## src/rtl/fsk_mod_tx_if.sv

```systemverilog
// Byte handshake between the byte source (master) and the FSK modulator (slave).
interface fsk_mod_tx_if;
    logic [7:0] din;
    logic       din_valid;
    logic       din_ready;

    modport master (
        output din,
        output din_valid,
        input  din_ready
    );

    modport slave (
        input  din,
        input  din_valid,
        output din_ready
    );
endinterface

```

## src/rtl/fsk_mod_tx.sv

```systemverilog
// Binary FSK modulator: serializes bytes MSB first, one square-wave tone per bit on y.
// Optional FSK_MOD_PHASE_CONT_EN keeps tone phase across symbol boundaries.
module fsk_mod_tx #(
    parameter int unsigned SYM_LEN = 20,
    parameter int unsigned HALF0   = 1,
    parameter int unsigned HALF1   = 4
) (
    input  logic         clk,
    input  logic         reset,
    fsk_mod_tx_if.slave  bus,
    output logic         y,
    output logic         busy,
    output logic         sym_strobe
);

    localparam int unsigned SymW  = $clog2(SYM_LEN);
    localparam int unsigned HalfW = $clog2(HALF1) + 1;

    localparam logic [SymW-1:0]  SymLast = SymW'(SYM_LEN - 1);
    localparam logic [HalfW-1:0] Lim0    = HalfW'(HALF0 - 1);
    localparam logic [HalfW-1:0] Lim1    = HalfW'(HALF1 - 1);

    typedef enum logic {StIdle, StSend} state_e;

    state_e            state;
    logic [7:0]        shreg;
    logic [2:0]        bit_idx;
    logic [SymW-1:0]   sym_cnt;
    logic [HalfW-1:0]  half_cnt;

    logic              sym_end;
    logic              accept;
    logic [HalfW-1:0]  lim;

    assign sym_end       = (sym_cnt == SymLast);
    assign bus.din_ready = (state == StIdle) || ((state == StSend) && (bit_idx == 3'd0) && sym_end);
    assign accept        = bus.din_valid & bus.din_ready;
    assign lim           = shreg[7] ? Lim1 : Lim0;

    always_ff @(posedge clk or posedge reset) begin
        if (reset) begin
            state      <= StIdle;
            shreg      <= '0;
            bit_idx    <= '0;
            sym_cnt    <= '0;
            half_cnt   <= '0;
            y          <= 1'b0;
            busy       <= 1'b0;
            sym_strobe <= 1'b0;
        end else begin
            sym_strobe <= 1'b0;
            unique case (state)
                StIdle: begin
                    y        <= 1'b0;
                    half_cnt <= '0;
                    if (accept) begin
                        shreg      <= bus.din;
                        bit_idx    <= 3'd7;
                        sym_cnt    <= '0;
                        state      <= StSend;
                        busy       <= 1'b1;
                        sym_strobe <= 1'b1;
                    end
                end
                StSend: begin
                    if (half_cnt >= lim) begin
                        y        <= ~y;
                        half_cnt <= '0;
                    end else begin
                        half_cnt <= half_cnt + 1'b1;
                    end

                    if (!sym_end) begin
                        sym_cnt <= sym_cnt + 1'b1;
                    end else begin
                        sym_cnt <= '0;
`ifndef FSK_MOD_PHASE_CONT_EN
                        // Every symbol starts low with a full half-period.
                        y        <= 1'b0;
                        half_cnt <= '0;
`endif
                        if (bit_idx != 3'd0) begin
                            shreg      <= shreg << 1;
                            bit_idx    <= bit_idx - 3'd1;
                            sym_strobe <= 1'b1;
                        end else if (accept) begin
                            shreg      <= bus.din;
                            bit_idx    <= 3'd7;
                            sym_strobe <= 1'b1;
                        end else begin
                            state    <= StIdle;
                            y        <= 1'b0;
                            half_cnt <= '0;
                            busy     <= 1'b0;
                        end
                    end
                end
                default: state <= StIdle;
            endcase
        end
    end

endmodule

```

## src/flat_wrapper.sv

```systemverilog
// flat-port wrapper written by rule: the top's interface ports become plain ports
module fsk_mod_tx_flat 
#(
    parameter int unsigned SYM_LEN = 20,
    parameter int unsigned HALF0   = 1,
    parameter int unsigned HALF1   = 4
)
  (clk, reset, y, busy, sym_strobe, bus_din, bus_din_valid, bus_din_ready);
  fsk_mod_tx_if bus_i ();
  input  logic clk;
  input  logic reset;
  output logic y;
  output logic busy;
  output logic sym_strobe;
  input wire logic [$bits(bus_i.din)-1:0] bus_din;
  input wire logic [$bits(bus_i.din_valid)-1:0] bus_din_valid;
  output wire logic [$bits(bus_i.din_ready)-1:0] bus_din_ready;
  assign bus_i.din = bus_din;
  assign bus_i.din_valid = bus_din_valid;
  assign bus_din_ready = bus_i.din_ready;
  fsk_mod_tx #(.SYM_LEN(SYM_LEN), .HALF0(HALF0), .HALF1(HALF1)) u_core (.clk(clk), .reset(reset), .bus(bus_i), .y(y), .busy(busy), .sym_strobe(sym_strobe));
endmodule
```

## config.mk

```make
export PLATFORM = sky130hd
export DESIGN_NAME = fsk_mod_tx_flat
export DESIGN_NICKNAME = d
export VERILOG_FILES = /design/src/rtl/fsk_mod_tx_if.sv /design/src/rtl/fsk_mod_tx.sv /design/src/flat_wrapper.sv
export SDC_FILE = /design/constraint.sdc
export NUM_CORES = 1
export LEC_CHECK = 0
export BUFFER_PORTS_ARGS = -buffer_cell sky130_fd_sc_hd__buf_2
export CORE_MARGIN = 4
export CORE_UTILIZATION = 50
export CTS_CLUSTER_SIZE = 8
export DETAILED_ROUTE_END_ITERATION = 7
export PLACE_DENSITY = 0.83
export SLEW_MARGIN = 20
export SYNTH_ARGS = -nofsm -noshare
export SYNTH_HDL_FRONTEND = slang
export SYNTH_SLANG_ARGS = --single-unit
```

## constraint.sdc

```tcl
create_clock -name clk -period 1.6 [get_ports clk]
set_input_delay 0.4 -clock clk [delete_from_list [all_inputs] [get_ports clk]]
set_output_delay 0.4 -clock clk [all_outputs]
set_load 0.02 [all_outputs]
```

== Word level (Yosys, flattened, before mapping) ==
Index checks and enable logic that the tools add are counted.

* Flip-flop bits (word level): 23
* Bits in latches: 0
* Memory bits (writable): 0
* ROM bits: 0
* Bits of input ports: 11
* Output and inout port bits: 4
* Memories: 0

* Add/subtract/negate cells: 3
* Multiply operators: 0
* Div/mod/pow operators: 0
* Magnitude comparators: 1
* Equal/unequal tests: 6
* Shifts and indexed selects: 0
* Mux-type cells: 29
* Bitwise gates (word level): 3
* Reduce and logical (&&, ||, !) cells: 6

{| class="wikitable"
|+ Operators with widths
! kind !! number
|-
| 8-bit two-way mux || 3
|-
| 8-bit case mux with 2 select lines || 1
|-
| 3-bit two-way mux || 5
|-
| 3-bit case mux with 2 select lines || 2
|-
| 1-bit two-way mux || 10
|-
| 5-bit two-way mux || 2
|-
| 5-bit case mux with 2 select lines || 1
|-
| 1-bit case mux with 2 select lines || 4
|-
| 2-bit != test, second input constant || 3
|-
| 5-bit by 1-bit adder with 5-bit output, second input constant || 1
|-
| 5-bit == test, second input constant || 1
|-
| 4-bit AND reduction || 1
|-
| 3-bit by 1-bit adder with 3-bit output, second input constant || 1
|-
| 3-bit greater-or-equal comparator || 1
|-
| 3-bit logical NOT || 1
|-
| 3-bit != test, second input constant || 1
|-
| 3-bit nonzero test || 1
|-
| 3-bit by 1-bit subtractor with 3-bit output, second input constant || 1
|-
| 1-bit logical AND || 2
|-
| 2-bit two-way mux || 1
|-
| 2-bit by 1-bit != test with 1-bit output, second input constant || 1
|-
| 1-bit NOT || 2
|-
| 1-bit AND || 1
|-
| 1-bit logical OR || 1
|}

== Depth between registers and ports, before layout ==
Gate-level depths: netlist (run 1).

* Depth after elaboration: 9
* Gate-level depth with buffers: 7

== Worst setup path after synthesis (run 1) ==
No wires, ideal clock.

* Path kind: reg-to-output
* From: reg u_core.sym_cnt[0]
* To: out bus_din_ready
* Arrival: 1.293 ns
* Data required time: 1.200 ns
* Setup slack: -0.093 ns
* Cell stages (with the launch flop): 6
* Cells stage by stage: dfrtp_1 > ha_1 > nand4bb_1 > and2_4 > buf_6 > nor2_1

* Cells in the longest elaborated chain, start to end: 3

{| class="wikitable"
|+ RTL lines
! what !! line !! RTL
|-
| start: declaration || fsk_mod_tx.sv:28 || <nowiki>logic [SymW-1:0] sym_cnt;</nowiki>
|-
| start signal: assignment || fsk_mod_tx.sv:74 || <nowiki>sym_cnt <= sym_cnt + 1'b1;</nowiki>
|-
| 5-bit == test || fsk_mod_tx.sv:35 || <nowiki>assign sym_end = (sym_cnt == SymLast);</nowiki>
|-
| 1-bit logical AND || fsk_mod_tx.sv:36 || <nowiki>assign bus.din_ready = (state == StIdle) || ((state == StSend) && (bit_idx == 3'd0) && sym_end);</nowiki>
|-
| 1-bit logical OR || fsk_mod_tx.sv:36 ||
|-
| end: declaration || flat_wrapper.sv:17 || <nowiki>output wire logic [$bits(bus_i.din_ready)-1:0] bus_din_ready;</nowiki>
|}

No other way between the ends.

== Worst setup path in the final report (run 1) ==
Ends and elaborated chain as after synthesis.

==> results of run 1 <==
-- sequential cells by signal (all words and copies together), names as in the netlist --
signal	count
u_core.half_cnt	3
u_core.y	1
u_core.state	1
u_core.sym_strobe	1
u_core.busy	1
u_core.sym_cnt	5
u_core.shreg	8
u_core.bit_idx	3
-- area by class of cell --
cell class | count | area, sq um
Tap cell | 28 | 35.0
Inverter | 7 | 26.3
Sequential cell | 23 | 576
Clock buffer | 4 | 26.3
Fill cell | 155 | 648
Timing Repair Buffer | 41 | 287
Multi-Input combinational cell | 66 | 593
-- through the flow --
step                utilization, %  setup TNS (ns)
floorplan                        -               0
global placement              60.9               0
detailed placement            60.9          -0.372
CTS                           65.6          -0.422
global route                  70.4           -2.13
finish                        70.4           -1.17
-- worst min-delay path: stages --
cell and delay, ns:
sky130_fd_sc_hd__buf_2 0.10, sky130_fd_sc_hd__inv_1 0.04, sky130_fd_sc_hd__buf_4 0.29
-- cells by family after synthesis --
| family | count (synthesis) |
|---|---|
| compound gates | 22 |
| xor+xnor | 3 |
| fa+ha+maj | 6 |
| buf+inv | 11 |
| flops | 23 |
| mux | 1 |
| simple gates | 33 |
-- layer usage --
| metal | track usage, % | wire (microns) | vias to the layer above | part of all wire [%] |
|---|---|---|---|---|
| met2 | 29.6 | 1370 | 15 | 53 |
| met3 | 2.78 | 54 | 4 | 2.1 |
| met4 | 8.68 | 30 | 0 | 1.2 |
| li1 | - | - | 450 | - |
| met1 | 21.0 | 1120 | 470 | 43 |
| met5 | 0 | 0 | - | 0 |
-- power breakdown --
group          internal [mW]  switching [mW]
registers              0.779           0.158
clock network         0.0972           0.176
logic                  0.608           0.459
total                   1.48           0.793
-- worst max path at each step --
| stage | start | to | slack (ns) | cells past startpoint |
|---|---|---|---|---|
| global route | u_core.bit_idx[0]$_DFFE_PP0P_ | bus_din_ready | -0.32 | 7 |
| finish | u_core.sym_cnt[0]$_DFFE_PP0P_ | bus_din_ready | -0.23 | 5 |
| global placement | u_core.bit_idx[0]$_DFFE_PP0P_ | u_core.shreg[5]$_DFFE_PP0P_ | 0.01 | 8 |
| floorplan | u_core.sym_cnt[0]$_DFFE_PP0P_ | u_core.bit_idx[2]$_DFFE_PP0P_ | 0.02 | 6 |
| CTS | u_core.bit_idx[1]$_DFFE_PP0P_ | bus_din_ready | -0.24 | 7 |
| detailed placement | u_core.bit_idx[0]$_DFFE_PP0P_ | u_core.shreg[4]$_DFFE_PP0P_ | -0.05 | 8 |
-- layout by cell type (no fill, tap or decap), types with 2 or more instances in the layout --
cell / Yosys / layout
sky130_fd_sc_hd__buf_2: 0 / 13
sky130_fd_sc_hd__a221o_1: 7 / 7
sky130_fd_sc_hd__ha_4: 0 / 2
sky130_fd_sc_hd__buf_6: 1 / 3
sky130_fd_sc_hd__nand2_1: 5 / 5
sky130_fd_sc_hd__inv_1: 7 / 4
sky130_fd_sc_hd__or3_1: 2 / 2
sky130_fd_sc_hd__and3_2: 3 / 3
sky130_fd_sc_hd__clkbuf_4: 0 / 3
sky130_fd_sc_hd__xnor2_1: 2 / 2
sky130_fd_sc_hd__ha_1: 6 / 4
sky130_fd_sc_hd__and3_1: 7 / 7
sky130_fd_sc_hd__nor2_1: 4 / 3
sky130_fd_sc_hd__a22o_1: 3 / 3
sky130_fd_sc_hd__dfrtp_1: 23 / 23
sky130_fd_sc_hd__buf_4: 2 / 25
sky130_fd_sc_hd__inv_2: 0 / 3
sky130_fd_sc_hd__o21ai_0: 5 / 5
-- cells in the mapped netlist (2+ instances only) --
| cell | n |
|---|---|
| sky130_fd_sc_hd__and3_1 | 7 |
| sky130_fd_sc_hd__dfrtp_1 | 23 |
| sky130_fd_sc_hd__ha_1 | 6 |
| sky130_fd_sc_hd__and3_2 | 3 |
| sky130_fd_sc_hd__buf_4 | 2 |
| sky130_fd_sc_hd__a221o_1 | 7 |
| sky130_fd_sc_hd__inv_1 | 7 |
| sky130_fd_sc_hd__nor2b_1 | 2 |
| sky130_fd_sc_hd__a22o_1 | 3 |
| sky130_fd_sc_hd__or3_1 | 2 |
| sky130_fd_sc_hd__nor2_1 | 4 |
| sky130_fd_sc_hd__nand2_1 | 5 |
| sky130_fd_sc_hd__xnor2_1 | 2 |
| sky130_fd_sc_hd__nand2b_1 | 2 |
| sky130_fd_sc_hd__o21ai_0 | 5 |
-- repair_timing --
action,in CTS,in global routing
endpoints found under the setup margin,10,15
setup buffers,6,7
resized for setup,11,8
hold endpoints to repair,0,0
pin swaps,4,5
gates cloned,0,1
==> metrics.csv, run 1 <==
metric,value,unit
count of input and output buffers,14,
final critical-path share of the clock period,114,%
die height,55.7,microns
routed via count,939,
setup slack at placement,-0.0524,ns
family with the most delay on the worst path,flip-flops,
number of unique standard cell types used by synthesis,34,
run status,finished with violations,
Layout Cell Area excl Fill,1540,sq um
largest net degree at the start of global routing,24,
post-detailed-route DRC marker count,0,
Placeable Area,2190,sq um
Max-slew headroom,77.1,%
number of iterations in the first detailed-routing pass,4,
fraction of the yosys area taken by sequential cells,50.5,%
worst endpoint required time,1.20,ns
count of final max-slew check failures,0,
worst-case clock buffer depth,2,
Root Driver,sky130_fd_sc_hd__clkbuf_4,
post-route worst hold slack,0.111,ns
most used flip-flop cell after synthesis,sky130_fd_sc_hd__dfrtp_1,
combined buffer and inverter count along the critical path,1,
worst-case vdd ir drop,1.03,mV
synthesized-area fraction occupied by xor and xnor cells,2.31,%
share of flip-flops with an asynchronous set or reset after synthesis,100,%
"Slowest-stage cell, CP",sky130_fd_sc_hd__dfrtp_1,
clock sink total,23,
Post-Syn Nets,116,
overall routing resource usage,17.3,%
skew final,0.00606,ns
min cycle time layout,1.83,ns
latest clock arrival within the worst-skew pair,0.31,ns
Hold WC Path Type,input port to asynchronous set/reset pin,
pwr/cell area,1480,nW/um^2
number of buffers added by the clock tree synthesis step,3,
startpoint class of the critical path,flip-flop,
Antenna Nets Post-Route,0,
initial antenna violation count,0,
r2r worst-path depth,9,
average wire per cell in the routed design,15.3,microns
vias per cell,5.56,
violation count after the first detailed-routing iteration,14,
H-tree levels,1,
cell area after technology mapping,1140,sq um
Ports,15,
post-DP HPWL,1650,microns
starting utilization of the core area,52.0,%
adder-cell area share of the yosys netlist,6.59,%
CTS tree,done,
Yosys top cell by area,sky130_fd_sc_hd__dfrtp_1,
Inst Count DP,152,
P&R area growth vs syn,35.3,%
unrepaired setup endpoints after global routing,yes,
Die Span X,55.7,microns
combinational family with the most area after synthesis,simple AND/OR/NAND/NOR gates,
setup slack on the worst flop-to-flop path,-0.13,ns
ant diodes,0,
violations in the final reports,setup timing,
Overflow after GRT,0,
Total Routed Length,2580,microns
layout cell share with drive strength beyond 1,45.4,%
Final Wtd Congestion,0.764,
total power draw,2.28,mW
number of global-route vias before repair,981,
register bit count reported by yosys,23,
Synth Instances,99,
type of the worst setup path,flip-flop to output pin,
final layout net count,159,
arrival time of data at the critical path endpoint,1.43,ns
Total Die Area,3110,sq um
post-CTS clock slew at the launch and capture registers of the worst setup and hold paths,0.13,ns
fraction of synthesized cell area taken by the top area cell type,50.5,%
"critical path fanouts, max",3,
first-pass GRT wire length,4280,microns
"Setup violations, final",11,
highest achievable clock rate,0.546,GHz
"EDFF count, synth",0,
top area cells in the synthesized netlist,"sky130_fd_sc_hd__dfrtp_1 50%, sky130_fd_sc_hd__ha_1 6.6%, sky130_fd_sc_hd__a221o_1 6.1%, sky130_fd_sc_hd__and3_1 3.8%, sky130_fd_sc_hd__inv_1 2.3%",
measured slew at the worst slew-check pin,0.341,ns
"number of standard cells in the layout, taps in and fillers out",169,
total count of hold-check failures in the final report,0,
Placement Cell Area,1330,sq um
row count,17,
number of hold-repair buffers added at the cts stage,0,
"post-synthesis share of cell area spent on and, or, nand and nor gates",19.0,%
critical path's largest stage delay,0.43,ns
mux contribution to synthesized area,0.878,%
terminus of the critical flop-to-flop path,u_core.shreg[5]$_DFFE_PP0P_,
worst-case setup margin in the final layout,-0.230,ns
Ys Warns,0,
crit-path cells,ha_4 > nand4bb_1 > and2_4 > nor2_4 > buf_6,
standby leakage power,0.779,nW
complex-gate fraction of the synthesized area,15.7,%
CP endpoint kind,output pin,
mean instance size in the synthesized netlist,11.5,sq um
max capacitance violation total,0,
reg-to-reg startpoint,u_core.bit_idx[0]$_DFFE_PP0P_,
No activity file was read; power rests on OpenSTA's default activity.
==> run 2: changes to the inputs <==
--- a/config.mk
+++ b/config.mk
@@ -5,12 +5,13 @@
 export SDC_FILE = /design/constraint.sdc
 export NUM_CORES = 1
 export LEC_CHECK = 0
-export BUFFER_PORTS_ARGS = -buffer_cell sky130_fd_sc_hd__buf_2
 export CORE_MARGIN = 4
-export CORE_UTILIZATION = 50
+export CORE_UTILIZATION = 54
 export CTS_CLUSTER_SIZE = 8
 export DETAILED_ROUTE_END_ITERATION = 7
-export PLACE_DENSITY = 0.83
+export DONT_BUFFER_PORTS = 1
+export GPL_ROUTABILITY_DRIVEN = 0
+export PLACE_DENSITY = 0.82
 export SLEW_MARGIN = 20
 export SYNTH_ARGS = -nofsm -noshare
 export SYNTH_HDL_FRONTEND = slang
==> constraint.sdc (replaced) <==
create_clock -name clk -period 1.6 [get_ports clk]
set_input_delay 0.4 -clock clk [delete_from_list [all_inputs] [get_ports clk]]
set_output_delay 0.4 -clock clk [all_outputs]
set_load 0.01 [all_outputs]
==> metrics.csv, run 2 (same netlist as run 1, synthesis figures left out) <==
metric,value,unit,change
run status,finished with violations,,unchanged
violations in the final reports,setup timing,,unchanged
flip-flop count of the largest register after layout,8,,unchanged
pwr/cell area,1490,nW/um^2,was 1480 nW/um^2
"number of standard cells in the layout, taps in and fillers out",154,,was 169
first-pass GRT wire length,4310,microns,was 4280 microns
Sw Pwr,0.738,mW,was 0.793 mW
violation count after the first detailed-routing iteration,22,,was 14
largest net degree at the start of global routing,24,,unchanged
Die Span X,53.9,microns,was 55.7 microns
startpoint class of the critical path,flip-flop,,unchanged
arrival time of data at the critical path endpoint,1.34,ns,was 1.43 ns
row count,16,,was 17
post-DP HPWL,1520,microns,was 1650 microns
post-route worst hold slack,0.00410,ns,was 0.111 ns
Hold WC Path Type,input port to asynchronous set/reset pin,,unchanged
worst-case vdd ir drop,0.978,mV,was 1.03 mV
total power draw,2.21,mW,was 2.28 mW
r2r worst-path depth,7,,was 9
number of global-route vias before repair,881,,was 981
number of iterations in the first detailed-routing pass,4,,unchanged
setup slack at placement,-0.0581,ns,was -0.0524 ns
clock share of power,11.8,%,was 12.0%
Inst Count DP,137,,was 152
Internal Dissipation,1.47,mW,was 1.48 mW
Max-slew headroom,75.9,%,was 77.1%
count of input and output buffers,0,,was 14
"critical path fanouts, max",2,,was 3
setup slack on the worst flop-to-flop path,-0.13,ns,about the same
Total Die Area,2910,sq um,was 3110 sq um
combined buffer and inverter count along the critical path,2,,was 1
post-CTS clock slew at the launch and capture registers of the worst setup and hold paths,0.12,ns,was 0.13 ns
max capacitance violation total,0,,unchanged
Layout Cell Area excl Fill,1490,sq um,was 1540 sq um
ant diodes,0,,unchanged
measured slew at the worst slew-check pin,0.360,ns,was 0.341 ns
layout cell share with drive strength beyond 1,41.7,%,was 45.4%
worst-case setup margin in the final layout,-0.135,ns,was -0.230 ns
fraction of power spent switching nets,33.4,%,was 34.8%
standby leakage power,0.722,nW,was 0.779 nW
skew final,0.00500,ns,was 0.00606 ns
terminus of the critical flop-to-flop path,u_core.shreg[1]$_DFFE_PP0P_,,was u_core.shreg[5]$_DFFE_PP0P_
critical path's largest stage delay,0.39,ns,was 0.43 ns
P&R area growth vs syn,30.3,%,was 35.3%
reg-to-reg startpoint,u_core.sym_cnt[1]$_DFFE_PP0P_,,was u_core.bit_idx[0]$_DFFE_PP0P_
total count of hold-check failures in the final report,0,,unchanged
crit-path cells,inv_2 > ha_4 > nor2b_4 > nor2b_2 > buf_6 > nor2_4,,was ha_4 > nand4bb_1 > and2_4 > nor2_4 > buf_6
final critical-path share of the clock period,108,%,was 114%
Ports,15,,unchanged
initial antenna violation count,0,,unchanged
CP endpoint kind,output pin,,unchanged
"Setup violations, final",12,,was 11
overall routing resource usage,21.4,%,was 17.3%
average wire per cell in the routed design,16.1,microns,was 15.3 microns
Overflow after GRT,0,,unchanged
"Slowest-stage cell, CP",sky130_fd_sc_hd__dfrtp_1,,unchanged
family with the most delay on the worst path,flip-flops,,unchanged
H-tree levels,1,,unchanged
final layout net count,145,,was 159
worst endpoint required time,1.20,ns,about the same
die height,53.9,microns,was 55.7 microns
min cycle time layout,1.74,ns,was 1.83 ns
routed via count,880,,was 939
Placeable Area,1980,sq um,was 2190 sq um
highest achievable clock rate,0.576,GHz,was 0.546 GHz
Root Driver,sky130_fd_sc_hd__clkbuf_4,,unchanged
starting utilization of the core area,57.5,%,was 52.0%
"commonest non-fill, non-tap cells in the layout","23 x sky130_fd_sc_hd__buf_4, 23 x sky130_fd_sc_hd__dfrtp_1, 7 x sky130_fd_sc_hd__a221o_1",,"was 25 x sky130_fd_sc_hd__buf_4, 23 x sky130_fd_sc_hd__dfrtp_1, 13 x sky130_fd_sc_hd__buf_2"
clock sink total,23,,unchanged
vias per cell,5.71,,was 5.56
number of buffers added by the clock tree synthesis step,3,,unchanged
latest clock arrival within the worst-skew pair,0.30,ns,was 0.31 ns
Placement Cell Area,1250,sq um,was 1330 sq um
post-detailed-route DRC marker count,0,,unchanged
type of the worst setup path,flip-flop to output pin,,unchanged
unrepaired setup endpoints after global routing,yes,,unchanged
registers with the most flip-flops,"u_core.shreg: 8 flops, u_core.sym_cnt: 5 flops",,unchanged
worst-case clock buffer depth,2,,unchanged
combinational fraction of design power,44.9,%,was 46.9%
Antenna Nets Post-Route,0,,unchanged
CTS tree,done,,unchanged
fraction of power consumed by sequential logic,43.3,%,was 41.2%
Total Routed Length,2470,microns,was 2580 microns
count of final max-slew check failures,0,,unchanged
register bank with the most flops,u_core.shreg,,unchanged
[run 2: how the worst max path moves through the flow]
stage,start,endpoint,cells after the start
floorplan,u_core.sym_cnt[0]$_DFFE_PP0P_,u_core.bit_idx[2]$_DFFE_PP0P_,6
global placement,u_core.sym_cnt[1]$_DFFE_PP0P_,u_core.bit_idx[2]$_DFFE_PP0P_,5
detailed placement,u_core.bit_idx[0]$_DFFE_PP0P_,u_core.bit_idx[2]$_DFFE_PP0P_,7
CTS,u_core.sym_cnt[0]$_DFFE_PP0P_,bus_din_ready,4
global route,u_core.bit_idx[0]$_DFFE_PP0P_,bus_din_ready,6
finish,u_core.bit_idx[0]$_DFFE_PP0P_,bus_din_ready,6
[run 2: timing repair]
item                       in CTS  in global routing
pin swaps                       4                  2
setup endpoints to repair      10                 16
setup buffers                  10                  3
resized for setup              18                  6
hold buffers                    0                  0
hold endpoints to repair        0                  0
[run 2: through the flow]
| step | util [%] | TNS [ns] |
|---|---|---|
| finish | 74.9 | -1.10 |
| global route | 74.9 | -2.09 |
| CTS | 72.2 | -0.940 |
| detailed placement | 63.3 | -0.307 |
| global placement | 63.3 | 0 |
| floorplan | - | 0 |
[run 2: per-layer routing]
| layer | share of wire [%] | vias up | track usage [%] |
|---|---|---|---|
| li1 | - | 420 | - |
| met1 | 42 | 438 | 26.1 |
| met2 | 52 | 16 | 36.1 |
| met3 | 3.1 | 6 | 5.26 |
| met4 | 2.2 | 0 | 8.09 |
| met5 | 0 | - | 0 |
[run 2: final cells by class]
class	count	area (sq um)
Clock buffer	4	26.3
Fill cell	126	497
Inverter	7	26.3
Multi-Input combinational cell	65	594
Sequential cell	23	576
Tap cell	27	33.8
Timing Repair Buffer	28	229
[run 2: power by group through the flow]
stage,Sequential (mW),Clock (mW),Combinational (mW)
3_3_place_gp,0.938,0,0.682
3_5_place_dp,0.947,0,0.723
4_1_cts,0.948,0.269,0.903
2_1_floorplan,0.909,0,0.506
5_1_grt,0.987,0.300,1.11
6_report,0.956,0.260,0.992
[run 2: worst register-to-register path: cells and delay by family (launching register included)]
kind	cells	cell delay (ns)
adders and majority gates	1	0.20
DFF	1	0.40
AOI/OAI and AO/OA	1	0.26
and+or+nand+nor	2	0.38
buffers and inverters	3	0.38
